### config.mk
export PLATFORM = sky130hd
export DESIGN_NAME = sprite_engine
export DESIGN_NICKNAME = d
export VERILOG_FILES = /design/src/rtl/sprite_engine.sv
export SDC_FILE = /design/constraint.sdc
export NUM_CORES = 1
export LEC_CHECK = 0
export ABC_AREA = 1
export ABC_CLOCK_PERIOD_IN_PS = 12520
export CAP_MARGIN = 40
export CELL_PAD_IN_SITES_DETAIL_PLACEMENT = 0
export CELL_PAD_IN_SITES_GLOBAL_PLACEMENT = 1
export CORE_AREA = 2 2 280 226
export DETAILED_ROUTE_END_ITERATION = 10
export DIE_AREA = 0 0 282 228
export HOLD_SLACK_MARGIN = 0.08
export MAX_ROUTING_LAYER = met4
export PLACE_DENSITY = 0.86
export SLEW_MARGIN = 20
export SYNTH_ARGS = -nofsm -noshare
export SYNTH_HDL_FRONTEND = slang
export SYNTH_SLANG_ARGS = --single-unit
### constraint.sdc
create_clock -name clk -period 12.52 [get_ports clk]
set_clock_uncertainty 0.1 [all_clocks]
set_input_delay 2.504 -clock clk [delete_from_list [all_inputs] [get_ports clk]]
set_output_delay 2.504 -clock clk [all_outputs]
set_load 0.02 [all_outputs]
### src/rtl/sprite_engine.sv
// Sprite engine: double-buffered object table, 8x8 1-bpp bitmaps, per-pixel
// priority render with one registered output stage, sticky frame/collision status.
module sprite_engine #(
  parameter int NUM_SPRITES = 4,
  parameter int NUM_BITMAPS = 2,
  parameter int COLOR_BITS  = 6
) (
  input  logic                  clk,
  input  logic                  reset,
  input  logic [5:0]            address,
  input  logic [31:0]           data_in,
  input  logic [1:0]            data_write_n,
  input  logic [1:0]            data_read_n,
  output logic [31:0]           data_out,
  output logic                  data_ready,
  input  logic [9:0]            pix_x,
  input  logic [9:0]            pix_y,
  input  logic                  visible,
  input  logic                  vsync,
  output logic [COLOR_BITS-1:0] pixel_color,
  output logic                  pixel_valid,
  output logic                  user_interrupt
);
  logic [31:0]           stg     [NUM_SPRITES];
  logic [63:0]           bm      [NUM_BITMAPS];
  logic                  act_en  [NUM_SPRITES];
  logic [9:0]            act_x   [NUM_SPRITES];
  logic [9:0]            act_y   [NUM_SPRITES];
  logic [1:0]            act_idx [NUM_SPRITES];
  logic [COLOR_BITS-1:0] act_col [NUM_SPRITES];

  logic [2:0]             ctrl, ctrl_n, status, status_n;
  logic                   vsync_d, vs_rise, swap, wr;
  logic [3:0]             word;
  logic [31:0]            wmask;
  logic [NUM_SPRITES-1:0] hit_p0;
  logic [COLOR_BITS-1:0]  win_col_p0;
  logic                   vld_p0, seen, multi, collide_set;
  logic                   unused_ok;

  assign data_ready     = 1'b1;
  assign wr             = (data_write_n != 2'b11);
  assign word           = address[5:2];
  assign vs_rise        = vsync & ~vsync_d;
  assign swap           = vs_rise & ctrl[1];
  assign user_interrupt = status[0] & ctrl[2];
  assign unused_ok      = &{1'b0, data_read_n, address[1:0]};

  function automatic logic [31:0] merge_word(input logic [31:0] old_w,
                                             input logic [31:0] new_w,
                                             input logic [31:0] mask);
    return (old_w & ~mask) | (new_w & mask);
  endfunction

  always_comb begin
    case (data_write_n)
      2'b00:   wmask = 32'h0000_00FF;
      2'b01:   wmask = 32'h0000_FFFF;
      2'b10:   wmask = 32'hFFFF_FFFF;
      default: wmask = 32'h0000_0000;
    endcase
  end

  // Per-sprite hit test; an out-of-range bitmap index selects an all-zero shape.
  for (genvar i = 0; i < NUM_SPRITES; i++) begin : g_hit
    logic [9:0]  dx, dy;
    logic [63:0] shape;
    assign dx = pix_x - act_x[i];
    assign dy = pix_y - act_y[i];
    always_comb begin
      shape = '0;
      for (int b = 0; b < NUM_BITMAPS; b++)
        if (act_idx[i] == 2'(b)) shape = bm[b];
    end
    assign hit_p0[i] = act_en[i] && (dx[9:3] == 7'd0) && (dy[9:3] == 7'd0)
                       && shape[{dy[2:0], dx[2:0]}];
  end

  always_comb begin
    win_col_p0 = '0;
    seen       = 1'b0;
    multi      = 1'b0;
    for (int i = NUM_SPRITES - 1; i >= 0; i--)
      if (hit_p0[i]) win_col_p0 = act_col[i];
    for (int i = 0; i < NUM_SPRITES; i++) begin
      multi = multi | (seen & hit_p0[i]);
      seen  = seen | hit_p0[i];
    end
  end

  assign vld_p0      = visible & ctrl[0] & (|hit_p0);
  assign collide_set = visible & ctrl[0] & multi;

  // A host COMMIT write on the swap edge overrides the swap's auto-clear.
  always_comb begin
    ctrl_n = ctrl;
    if (swap) ctrl_n[1] = 1'b0;
    if (wr && word == 4'd14) ctrl_n = data_in[2:0];
    status_n = status;
    if (wr && word == 4'd15) status_n = status & ~data_in[2:0];
    status_n = status_n | {swap, collide_set, vs_rise};
  end

  always_comb begin
    data_out = '0;
    for (int i = 0; i < NUM_SPRITES; i++)
      if (word == 4'(i)) data_out = stg[i];
    for (int b = 0; b < NUM_BITMAPS; b++) begin
      if (word == 4'(8 + 2 * b)) data_out = bm[b][31:0];
      if (word == 4'(9 + 2 * b)) data_out = bm[b][63:32];
    end
    if (word == 4'd14) data_out = {29'd0, ctrl};
    if (word == 4'd15) data_out = {29'd0, status};
  end

  // Stage p0 -> p1: swap, host writes and the registered pixel output.
  always_ff @(posedge clk or posedge reset) begin
    if (reset) begin
      vsync_d     <= 1'b0;
      ctrl        <= '0;
      status      <= '0;
      pixel_valid <= 1'b0;
      pixel_color <= '0;
      for (int i = 0; i < NUM_SPRITES; i++) begin
        stg[i]     <= '0;
        act_en[i]  <= 1'b0;
        act_x[i]   <= '0;
        act_y[i]   <= '0;
        act_idx[i] <= '0;
        act_col[i] <= '0;
      end
      for (int b = 0; b < NUM_BITMAPS; b++) bm[b] <= '0;
    end else begin
      vsync_d     <= vsync;
      ctrl        <= ctrl_n;
      status      <= status_n;
      pixel_valid <= vld_p0;
      pixel_color <= vld_p0 ? win_col_p0 : '0;
      for (int i = 0; i < NUM_SPRITES; i++) begin
        if (swap) begin
          act_x[i]   <= stg[i][9:0];
          act_y[i]   <= stg[i][19:10];
          act_col[i] <= stg[i][20 +: COLOR_BITS];
          act_idx[i] <= stg[i][27:26];
          act_en[i]  <= stg[i][31];
        end
        if (wr && word == 4'(i)) stg[i] <= merge_word(stg[i], data_in, wmask);
      end
      for (int b = 0; b < NUM_BITMAPS; b++) begin
        if (wr && word == 4'(8 + 2 * b)) bm[b][31:0]  <= merge_word(bm[b][31:0], data_in, wmask);
        if (wr && word == 4'(9 + 2 * b)) bm[b][63:32] <= merge_word(bm[b][63:32], data_in, wmask);
      end
    end
  end
endmodule

Word level (Yosys, flattened, before mapping)
Index checks and enable logic that the tools add are counted.
{"block": "op_classes", "n_lt_le_gt_ge": 4, "muxes": 35, "eq_ne": 16, "add_sub_neg": 8, "bitwise": 35, "n_reduce_logical": 38}
{"op": "2-to-1 mux 64 bit", "n": 8}
{"op": "2-to-1 mux 32 bit", "n": 10}
{"op": "bitwise AND 32 bit", "n": 9}
{"op": "bitwise OR 32 bit", "n": 8}
{"op": "one-hot mux 32 bit (3 select lines)", "n": 1}
{"op": "subtractor 10 bit", "n": 8}
{"op": "logical NOT 7 bit", "n": 8}
{"op": "inverter 32 bit", "n": 1}
{"op": "2-to-1 mux 6 bit", "n": 5}
{"op": "less-than comparator 6 x 7 -> 1 bit, second input constant", "n": 4}
{"op": "binary-select mux 1 bit (select 6 bit)", "n": 4}
{"op": "== test 4 bit, second input constant", "n": 6}
{"op": "logical AND 1 bit", "n": 22}
{"op": "== test 2 x 1 -> 1 bit, second input constant", "n": 5}
{"op": "logical NOT 2 bit", "n": 5}
{"op": "bitwise AND 1 bit", "n": 9}
{"op": "== test 4 x 2 -> 1 bit, second input constant", "n": 2}
{"op": "2-to-1 mux 1 bit", "n": 5}
{"op": "== test 4 x 1 -> 1 bit, second input constant", "n": 1}
{"op": "logical NOT 4 bit", "n": 1}
{"op": "bitwise OR 1 bit", "n": 4}
{"op": "OR reduction 4 bit", "n": 1}
{"op": "bitwise AND 3 bit", "n": 1}
{"op": "2-to-1 mux 3 bit", "n": 1}
{"op": "7 further kinds", "n": 7}
{"block": "totals", "output_inout_bits": 41, "inputBits": 66, "elab_cells": 170, "regBits": 386}

Logic depth before layout (Yosys ltp)
{"block": "depth", "depth_word": 12, "mapped_depth": 20, "ltp_nobuf": 20}

Least setup slack after synthesis
No wires, ideal clock.
{"block": "synth_timing", "kind": "input to output", "startpoint": "in address[5]", "endpoint": "out data_out[28]", "required_ns": 9.916, "n_path_buf": 1, "cell_stages": 8, "setup_slack_ns": 5.936, "arrival_ns": 3.980, "cell_sequence": "nor2_1 inv_1 nor2_1 clkbuf_1 a221oi_1 nand4_1 o21ai_0 a21oi_1"}
{"block": "synth_between", "elab_chain_len": 11, "elab_cells_between_ends": 20, "cone_classes": "eq/ne (9); mux (10); reduce/logical (1)"}
{"element": "start: declaration", "line_no": "10", "source": "input logic [5:0] address,"}
{"element": "logical NOT 4 bit", "line_no": "107", "source": "if (word == 4'(i)) data_out = stg[i];"}
{"element": "2-to-1 mux 32 bit (4 in series)", "line_no": "107"}
{"element": "2-to-1 mux 32 bit", "line_no": "109", "source": "if (word == 4'(8 + 2 * b)) data_out = bm[b][31:0];"}
{"element": "2-to-1 mux 32 bit", "line_no": "110", "source": "if (word == 4'(9 + 2 * b)) data_out = bm[b][63:32];"}
{"element": "2-to-1 mux 32 bit", "line_no": "109"}
{"element": "2-to-1 mux 32 bit", "line_no": "110"}
{"element": "2-to-1 mux 32 bit", "line_no": "112", "source": "if (word == 4'd14) data_out = {29'd0, ctrl};"}
{"element": "2-to-1 mux 32 bit (*)", "line_no": "113", "source": "if (word == 4'd15) data_out = {29'd0, status};"}
{"element": "end: declaration", "line_no": "14", "source": "output logic [31:0] data_out,"}
Every way passes the cells marked *; elsewhere a longest branch is shown, timed or not.

Worst setup path in the final report
{"block": "layout_timing", "startpoint": "in address[4]", "endpoint": "out data_out[15]"}
The elaborated chain is that of the path after synthesis.

==> impl_metrics.yaml <==
synthesis:
  synth.avg_cell_area_um2: 6.922
  ys_seq_area_share_pct: 38.59
  synth_cell_types: 45
  ys_top_cells_by_area: "dfrtp_1 (39%), nand2_1 (17%), nand3_1 (12%)"
  synth_fp_nets: 3764
  yosys_warnings: 0
  ys.flop_type: "dfrtp_1"
  ys_seq_elements: 386
  synth_area_mm2: 0.02503
  synth_top_area_cell: "dfrtp_1"
  syn_inst: 3616
  synth_top_area_share_pct: 38.59
  async_flop_share_pct: 100.0
  synth_edf_count: 0
worst_hold_path:
  hold_path.class: "reg2reg"
drt:
  drcViolationCount: 0
  wl_met1_um: 43190
  viasPerCell: 5.715
  dr_wl_met3_um: 12040
  wl_met2_um: 38880
  vias: 25746
  topRoutingLayerUsed: "met4"
  first_pass_iters: 6
  wire_per_inst_um: 21.83
  ant_nets: 0
  drtIter0Drc: 3751
  wl_um: 98330
clocking:
  h-tree-depth: 2
  post_cts_buffers: 0
  path_clk_slew_ns: 0.06
  cts_root_buffer: "clkbuf_16"
  clk_path_buf_depth: 3
  cts.repair.resized: 0
  cts.sinks: 386
  cts_tree: "yes"
  hold_buffers: 0
  clk_latency_ns: 0.61
  cts_made_buffers: 43
setup_path:
  crit_chain: "clkdlybuf4s50_1 > nor2_1 > nand2_1 > buf_4 > o22ai_1 > a221oi_1 > nand4_1 > o21ai_0 > inv_1 > clkdlybuf4s50_1"
  start_kind: "primary input"
  cp.required_ns: 9.92
  critPathKind: "in2out"
  cp_slowest_stage_delay_ns: 0.75
  critical_path.slowest_cell: "a221oi_1"
  path_max_fanout: 28
  cp.arrival_ns: 6.52
  crit_path_end_kind: "output port"
  crit_top_cell: "clkdlybuf4s50_1"
floorplanning:
  core-area_mm2: 0.06187
  ios: 107
  fp.dieH_um: 228
  fp.dieArea_mm2: 0.06430
  fp-row-count: 82
  initial_core_util_pct: 40.46
  fp.dieW_um: 282
pwr:
  clkPwrFrac_pct: 19.1
  power.density_mw_per_mm2: 244.0
  peakVddDrop_mv: 0.1397
  p_leak_nw: 13.34
  seqPwrFrac_pct: 27.9
  internal-power_mw: 3.473
  pwr-share-comb_pct: 52.9
  p_switching_mw: 3.447
  swShare_pct: 49.81
global_route:
  grt_max_degree: 164
  grt_pass1_wl_um: 149600
  grt_pass1_vias: 23677
  grt_antenna_before_repair: 1
  grt.total_usage_pct: 31.42
  grt_remaining_overflow: 0
sta:
  setup_tns_ns: 0
  finalSetupViolCount: 0
  period_needed_ns: 9.125
  fin_crit_sh_pct: 72.88
  slew_headroom_pct: 36.25
  holdWs_ns: 0.3487
  rsz0062_at_grt: "false"
  timing.final.max_slew_violations: 0
  hold_viol_final: 0
  fmax_mhz: 109.6
  tightest_slew_ns: 0.9562
flow_run:
  maxCapViolCount: 0
placed_design:
  port_buffers: 101
  hpwl_um: 68110
  post-place-cells: 4425
  finalWeightedCongestion: 0.9907
status:
  status: "completed"
cells_and_area:
  instances_no_fill: 4505
  regArea_mm2: 0.009659
  area_growth_pct: 13.31
  multi_input_area_mm2: 0.01330
  drive_gt1_share_pct: 4.967
  fillers: 6233
  nets: 3782
==> power groups by stage <==
stage	clock network, mW	logic, mW	registers [mW]
6_report	1.32	3.66	1.93
5_1_grt	1.39	3.96	1.97
4_1_cts	1.34	3.49	1.92
3_5_place_dp	0	3.48	1.94
3_3_place_gp	0	3.44	1.93
2_1_floorplan	0	2.39	1.80
==> per-layer routing <==
| layer | vias to the layer above | global-route usage [%] |
|---|---|---|
| met5 | - | - |
| met4 | 0 | 11.87 |
| met3 | 265 | 7.937 |
| met2 | 1472 | 41.37 |
| met1 | 12023 | 45.65 |
| li1 | 11986 | - |
==> layout by cell type (no fill, tap or decap), drive strengths merged, types with 28 or more instances in the layout <==
cell	instances
nand3	611
o22ai	28
nand4	55
dfrtp	386
nand2	1138
ha	74
o21ai	384
nor2	131
buf	59
clkbuf	56
a21oi	128
clkdlybuf4s50	101
inv	349
==> metrics by stage <==
stage / setup WS, ns / util [%] / power (mW) / area, µm²
after floorplan: 4.726 / - / 4.192 / 25030
after global placement: 3.735 / 43.15 / 5.372 / 26700
after detailed placement: 3.746 / 43.43 / 5.411 / 26870
after CTS: 3.725 / 45.73 / 6.745 / 28290
after global routing: 3.402 / 45.84 / 7.321 / 28360
final: 3.395 / 45.84 / 6.921 / 28360
==> cell type report <==
class	instances	share of cell area [%]
multi-input cells	2696	46.89
flip-flops and latches	386	34.06
repair buffers	160	5.717
inverters	347	4.606
clock buffers	56	4.142
well taps	840	3.706
clock inverters	19	0.8779
diodes	1	0.008823
==> path summary, 6_finish.rpt <==
path                            cells after the start  slack, ns                   from                    endpoint
worst max register to register                     15       8.15  act_x[30]$_DFFE_PP0P_    pixel_color[5]$_DFF_PP0_
worst min register to register                      1       0.35      vsync_d$_DFF_PP0_         status[0]$_DFF_PP0_
worst max-delay path                               10       3.40             address[4]                data_out[15]
worst min-delay path                                1       0.35      vsync_d$_DFF_PP0_         status[0]$_DFF_PP0_
max in group asynchronous                           6       8.44                  reset  asynchronous set/reset pin
min in group asynchronous                           2       2.18                  reset        act_x[6]$_DFFE_PP0P_
==> cell usage after synthesis, types with 8 or more instances <==
cell and count:
buf_2 39, ha_1 74, buf_4 12, inv_1 340, nand2_1 1138, o22ai_1 28, nand3_1 610, xnor2_1 15
nor2_1 119, buf_1 12, xor2_1 22, nand3b_1 14, o21ai_0 376, nand4_1 53, nor2_4 8, fa_1 8
a21oi_1 127, dfrtp_1 386, clkbuf_1 124, mux2_2 17, or2_2 8, a221oi_1 23
==> critical path, delay by kind of cell <==
kind	cells	cell delay (ns)
AO/OA/AOI/OAI	3	1.12
buffers and inverters	4	1.82
AND/OR/NAND/NOR	3	1.04
==> cells by family (layout without fill, tap and decap cells) <==
logic type	after synthesis	in the layout	synth area share [%]
XOR/XNOR	40	40	1.490
AO/OA/AOI/OAI	590	590	12.63
adder cells (fa/ha/maj)	82	82	4.339
flip-flops	386	386	38.59
multiplexers	17	17	0.7648
buffers and inverters	534	582	8.383
other	1	2	0.01498
AND/OR/NAND/NOR	1966	1966	33.79
(Power assumes the default switching activity.)
